[config.mk]
export PLATFORM = sky130hd
export DESIGN_NAME = fifo_rd_stream
export DESIGN_NICKNAME = d
export VERILOG_FILES = /design/src/rtl/fifo_rd_stream.sv
export SDC_FILE = /design/constraint.sdc
export NUM_CORES = 1
export LEC_CHECK = 0
export CAP_MARGIN = 5
export CELL_PAD_IN_SITES_DETAIL_PLACEMENT = 1
export CELL_PAD_IN_SITES_GLOBAL_PLACEMENT = 1
export CORE_MARGIN = 5
export CORE_UTILIZATION = 44
export CTS_CLUSTER_DIAMETER = 120
export CTS_CLUSTER_SIZE = 28
export DETAILED_ROUTE_END_ITERATION = 7
export PLACE_DENSITY = 0.8
export SLEW_MARGIN = 20
export SYNTH_ARGS = -nofsm -noshare
export SYNTH_HDL_FRONTEND = slang
export SYNTH_SLANG_ARGS = --single-unit
[constraint.sdc]
create_clock -name rd_clk -period 2 [get_ports rd_clk]
set_input_delay 0.4 -clock rd_clk [delete_from_list [all_inputs] [get_ports rd_clk]]
set_output_delay 0.4 -clock rd_clk [all_outputs]
set_load 0.02 [all_outputs]
[src/rtl/fifo_rd_stream.sv]
// fifo_rd_stream: turns the asynchronous FIFO's read-request interface into a
// valid/ready stream. A 3-entry buffer absorbs the one-cycle read latency, so
// the block sustains one word per cycle. fifo_rd_en is a function of
// registered state and fifo_rd_empty only, with no combinational path from
// m_ready. Every PKT_LEN-th captured word is tagged with m_last.
module fifo_rd_stream #(
  parameter int BITS    = 32,
  parameter int PKT_LEN = 4
) (
  input  logic            rd_clk,
  input  logic            rd_rst_n,
  output logic            fifo_rd_en,
  input  logic [BITS-1:0] fifo_rd_data,
  input  logic            fifo_rd_empty,
  output logic            m_valid,
  input  logic            m_ready,
  output logic [BITS-1:0] m_data,
  output logic            m_last,
  output logic [1:0]      level
);

  localparam int CW = $clog2(PKT_LEN) + 1;

  typedef struct packed {
    logic            last;
    logic [BITS-1:0] data;
  } entry_t;

  entry_t          mem_q [3];
  logic [1:0]      occ_q, occ_d;
  logic            pend_q;
  logic [1:0]      head_q, head_d;
  logic [1:0]      tail_q, tail_d;
  logic [CW-1:0]   beat_q, beat_d;

  logic [2:0]      inflight;
  logic            capture;
  logic            pop;
  logic            last_in;

  // Read request, occupancy view and the handshake seen by the consumer.
  always_comb begin
    inflight   = {1'b0, occ_q} + {2'b00, pend_q};
    // The in-flight word is counted, so a read is only issued when its
    // landing slot is guaranteed free regardless of m_ready.
    fifo_rd_en = rd_rst_n && !fifo_rd_empty && (inflight < 3'd3);
    level      = inflight[1:0];
    m_valid    = (occ_q != 2'd0);
    m_data     = mem_q[head_q].data;
    m_last     = mem_q[head_q].last;
    capture    = pend_q;
    pop        = m_valid && m_ready;
    last_in    = (beat_q == CW'(PKT_LEN - 1));
  end

  // Next-state for occupancy, pointers and packet beat counter.
  always_comb begin
    // NOTE: every signal gets a default first so no path leaves it unassigned
    // and no latch is inferred.
    occ_d  = occ_q;
    head_d = head_q;
    tail_d = tail_q;
    beat_d = beat_q;
    if (capture) begin
      tail_d = (tail_q == 2'd2) ? 2'd0 : tail_q + 2'd1;
      beat_d = last_in ? '0 : beat_q + CW'(1);
    end
    if (pop) begin
      head_d = (head_q == 2'd2) ? 2'd0 : head_q + 2'd1;
    end
    case ({capture, pop})
      2'b10:   occ_d = occ_q + 2'd1;
      2'b01:   occ_d = occ_q - 2'd1;
      default: occ_d = occ_q;
    endcase
  end

  // State registers and buffer write on capture.
  always_ff @(posedge rd_clk or negedge rd_rst_n) begin
    if (!rd_rst_n) begin
      // NOTE: non-blocking assignments for all sequential state so every
      // register samples pre-edge values regardless of statement order.
      occ_q  <= '0;
      pend_q <= 1'b0;
      head_q <= '0;
      tail_q <= '0;
      beat_q <= '0;
      // NOTE: the buffer is reset because m_data/m_last read it directly and
      // must be 0 during reset; with three entries this is cheap.
      for (int i = 0; i < 3; i++) begin
        mem_q[i] <= '0;
      end
    end else begin
      occ_q  <= occ_d;
      pend_q <= fifo_rd_en;
      head_q <= head_d;
      tail_q <= tail_d;
      beat_q <= beat_d;
      if (capture) begin
        mem_q[tail_q] <= '{last: last_in, data: fifo_rd_data};
      end
    end
  end

endmodule

Word-level counts from Yosys, hierarchy flattened
Index checks and enable logic that the tools add are counted.

Output and inout bits: 37. Word-level logic and storage cells: 45. Flip-flop bits (word level): 109.

Eq/ne operators: 5. Bitwise logic cells: 2. $lt $le $gt $ge: 4. Muxes and demuxes: 10. Reductions and logical operators: 7. $add $sub $neg: 6.

Operators by type and width (number): bitwise mux 99 bit (1); two-way mux 33 bit (3); binary-select mux 33 bit (select 2 bit) (1); demux 33 bit (select 2 bit) (1); adder 2 x 1 -> 2 bit, second input constant (3); equality test 2 bit, second input constant (3); greater-or-equal comparator 3 bit, second input constant (2); inverter 2 -> 3 bit (2); logical AND 1 bit (4); two-way mux 2 bit (2); case mux 2 bit (2 select lines) (1); nonzero test 2 bit (2); adder 2 x 1 -> 3 bit (1); adder 3 x 1 -> 3 bit, second input constant (1); equality test 3 x 2 -> 1 bit, second input constant (1); < comparator 3 x 1 -> 1 bit, second input constant (1); < comparator 3 x 2 -> 1 bit, second input constant (1); two-way mux 3 bit (1); equality test 2 x 1 -> 1 bit, second input constant (1); subtractor 2 x 1 -> 2 bit, second input constant (1); logical NOT 1 bit (1).

Logic depth before layout (Yosys ltp)
Depth after elaboration: 6. Mapped depth: 6. Depth with buffers taken out: 6.

Least setup slack after synthesis
No wires, ideal clock.

Kind: reg-to-output. Start point: register occ_q[0]. End point: output fifo_rd_en. Cell stages (with the launch flop): 4. Slack: -0.607 ns. Data arrival time: 2.207 ns. Data required time: 1.600 ns. Cells stage by stage: dfrtp_1 -> ha_1 -> ha_1 -> a2111oi_0.

Cells in the longest elaborated chain, start to end: 3.

RTL lines: from (decl) (line 30) `logic [1:0] occ_q, occ_d;`; from (signal assigned) (line 83) `occ_q <= '0;`; from (signal assigned) (line 94) `occ_q <= occ_d;`; adder 2 x 1 -> 3 bit (line 43) `inflight = {1'b0, occ_q} + {2'b00, pend_q};`; named net level[1] (line 19) `output logic [1:0] level`; < comparator 3 x 2 -> 1 bit (line 46) `fifo_rd_en = rd_rst_n && !fifo_rd_empty && (inflight < 3'd3);`; logical AND 1 bit (line 46); to (decl) (line 12) `output logic fifo_rd_en,`.

The timed path passes the listed nets, and every way through them passes these cells.

Worst setup path after layout
Start point: register pend_q (netlist: capture). End point: output fifo_rd_en.

Cells in the longest elaborated chain, start to end: 3.

RTL lines: from (decl) (line 31) `logic pend_q;`; from (signal assigned) (line 95) `pend_q <= fifo_rd_en;`; adder 2 x 1 -> 3 bit (line 43); < comparator 3 x 2 -> 1 bit (line 46); logical AND 1 bit (line 46).

No other way between the ends.

==> metrics.txt <==
Final WS setup=-0.105 ns; drc violations=0; Clock Skews=about 0.016 ns; failing checks=negative setup slack; Post-Syn Instances=around 360; Synth Register Bits=109; count leader, synth=dfrtp_1; Peak supply drop=just under 900 µV; pwr/cell area=~1800 nW/µm²; max-capacitance violation count=0; Placed Area=between 5000 and 6000 µm²; Hold Fails Final Rpt=0; reg2reg end=mem_q[88]$_DFFE_PN0P_; Post-synth EDFFs=0; final core utilization=slightly above 60%; first-pass GRT wire length=between 15 and 20 mm; flop2flop setup slack=approximately 0.15 ns; Syn Area/Cell=13.5 µm²; Hold Crit Class=input pin to async pin; H-Tree Depth=3; Die H=116 µm; Lkg Pwr=between 2 and 3 nW; Fillers=between 1000 and 1500; YS warnings=0; Required @ worst endpoint=1.60 ns; Layout Nets=between 400 and 500; RSZ-0062 raised after global routing=true; Final ANT Viol Nets=0; layout cell share with drive strength beyond 1=52.9%; I/O Buffers=between 70 and 80; Slew headroom=52.1%; Max FO, Critical Path=2; critical path class=register to primary output; max-slew violation count=0; fin crit period=between 2 and 2.5 ns; clk buf depth=2; CTS clk-pin slew, worst paths=approximately 0.10 ns; Seq/Total Area, Yosys=a little under three fifths; initial antenna violation count=0; diode count=0; GR Overflow Total=0; CP Capture Type=primary output; clk sink count=roughly 110; final std cells w/o fill=between 500 and 600; top cells by area, synth=dfrtp_1, mux2_2, mux2_4; P&R area growth vs syn=34.1%; met3 global-route usage=under 10%; tightest hold margin=0.154 ns; Peak Freq=0.475 GHz; total negative slack=-1.22 ns; later-pin clock latency in the skew report=about 0.39 ns; outcome=finished with violations; Finish-stage setup viols=31; fin crit share=105%; reg-to-reg critical path startpoint=capture$_DFF_PN0_; synthesized area=4910 µm²; post-place setup slack=-0.294 ns; crit path DAT=about 1.7 ns; Post-DP HPWL=between 7 and 8 mm; Final Power=roughly 12 mW; main flop type after synthesis=dfrtp_1; Vias=3189; Rows=38; GRT met1 Usage=approximately a quarter; vias in the first global route=about 3700; TritonCTS clock tree=yes; pin count of the biggest net entering global routing=56; Placed Cells=574; Finished Cell Area=6580 µm²; Unique masters post-synth=26; Least-Margin Pin Slew=0.719 ns; post-synth top area share=between 50% and 60%; die width=approximately 120 µm; crit path launch type=register; Reg2Reg Depth=5; Async SR Flop Fraction=between 90% and 100%; DR pass1 iterations=6; wire per inst=just over 20 µm; GPL Wtd Cong=roughly 0.72; drt via density=~5.3; GRT Resource Usage Total=a little under a fifth; Initial Utilization=between 40% and 50%; final WL=12.5 mm; Yosys top cell by area=dfrtp_1; CTS Root Cell=clkbuf_8; Net Count, Synth=a little over 400; DR iter-0 viols=138; die area=13400 µm²; met2 GRT Util=32.1%; Core Area=~11000 µm²; GRT Max-Usage Layer=met2; TritonCTS Buffers=9; num ports=73; synth cell count leaders=dfrtp_1, mux2_2, o21ai_0
==> kinds of logic after synthesis <==
logic type / synth area share, %
multiplexers: 31.3
flip-flops: 55.5
AND/OR/NAND/NOR: 3.90
AO/OA/AOI/OAI: 4.56
buffers and inverters: 3.18
adder cells (fa/ha/maj): 1.02
XOR/XNOR: 0.535
==> area by class of cell <==
| type | instances | area [µm²] | share of cell area (%) |
|---|---|---|---|
| clock inverter | 3 | 46.3 | 0.703 |
| inverter | 6 | 22.5 | 0.342 |
| tap | 140 | 175 | 2.66 |
| multi-input combinational | 226 | 2360 | 35.9 |
| clock buffer | 12 | 145 | 2.20 |
| sequential | 109 | 2730 | 41.4 |
| timing repair buffer | 103 | 1100 | 16.8 |
==> placed cells by master, fill, tap and decap left out, drive strengths merged, types with 4 or more instances in the layout <==
| master | netlist | routed |
|---|---|---|
| ha | 4 | 4 |
| inv | 6 | 6 |
| buf | 16 | 65 |
| mux2 | 98 | 98 |
| o21ai | 40 | 40 |
| nand2 | 36 | 36 |
| clkdlybuf4s50 | 0 | 34 |
| dfrtp | 109 | 109 |
| mux2i | 33 | 33 |
| clkbuf | 7 | 15 |
==> state kept, by name (all words and copies together) (netlist names) <==
name / flops
mem_q: 99
tail_q: 2
occ_q: 2
head_q: 2
capture: 1
beat_q: 3
==> worst max-delay path by stage <==
stage / start / end / slack [ns] / cells after the start
floorplan: occ_q[0]$_DFFE_PN0P_ / fifo_rd_en / 0.12 / 3
global placement: occ_q[0]$_DFFE_PN0P_ / fifo_rd_en / -0.23 / 4
detailed placement: occ_q[0]$_DFFE_PN0P_ / fifo_rd_en / -0.29 / 4
CTS: head_q[1]$_DFFE_PN0P_ / m_data[29] / -0.15 / 7
global route: head_q[1]$_DFFE_PN0P_ / m_data[25] / -0.18 / 7
finish: capture$_DFF_PN0_ / fifo_rd_en / -0.11 / 4
==> worst max-delay path, cell delays in order, from the launching register on <==
cell,delay (ns)
dfrtp_1,0.40
ha_2,0.20
ha_4,0.22
a2111oi_4,0.29
buf_4,0.20
==> what timing repair did <==
action	CTS	global route
endpoints found under the setup margin	37	35
resized for setup	227	139
buffers inserted	6	7
pin swaps	1	18
hold buffers	0	0
gates cloned	1	2
==> power breakdown <==
group          switching (mW)  internal [mW]
registers               0.781           3.31
logic                    3.08           3.54
clock network           0.733          0.611
total                    4.60           7.46
==> layer usage <==
layer | wire length, µm | up-vias
met4 | 155 | 0
met3 | 520 | 11
met5 | 0 | -
met1 | 5390 | 1654
li1 | - | 1469
met2 | 6390 | 55
No activity file was read; power rests on OpenSTA's default activity.
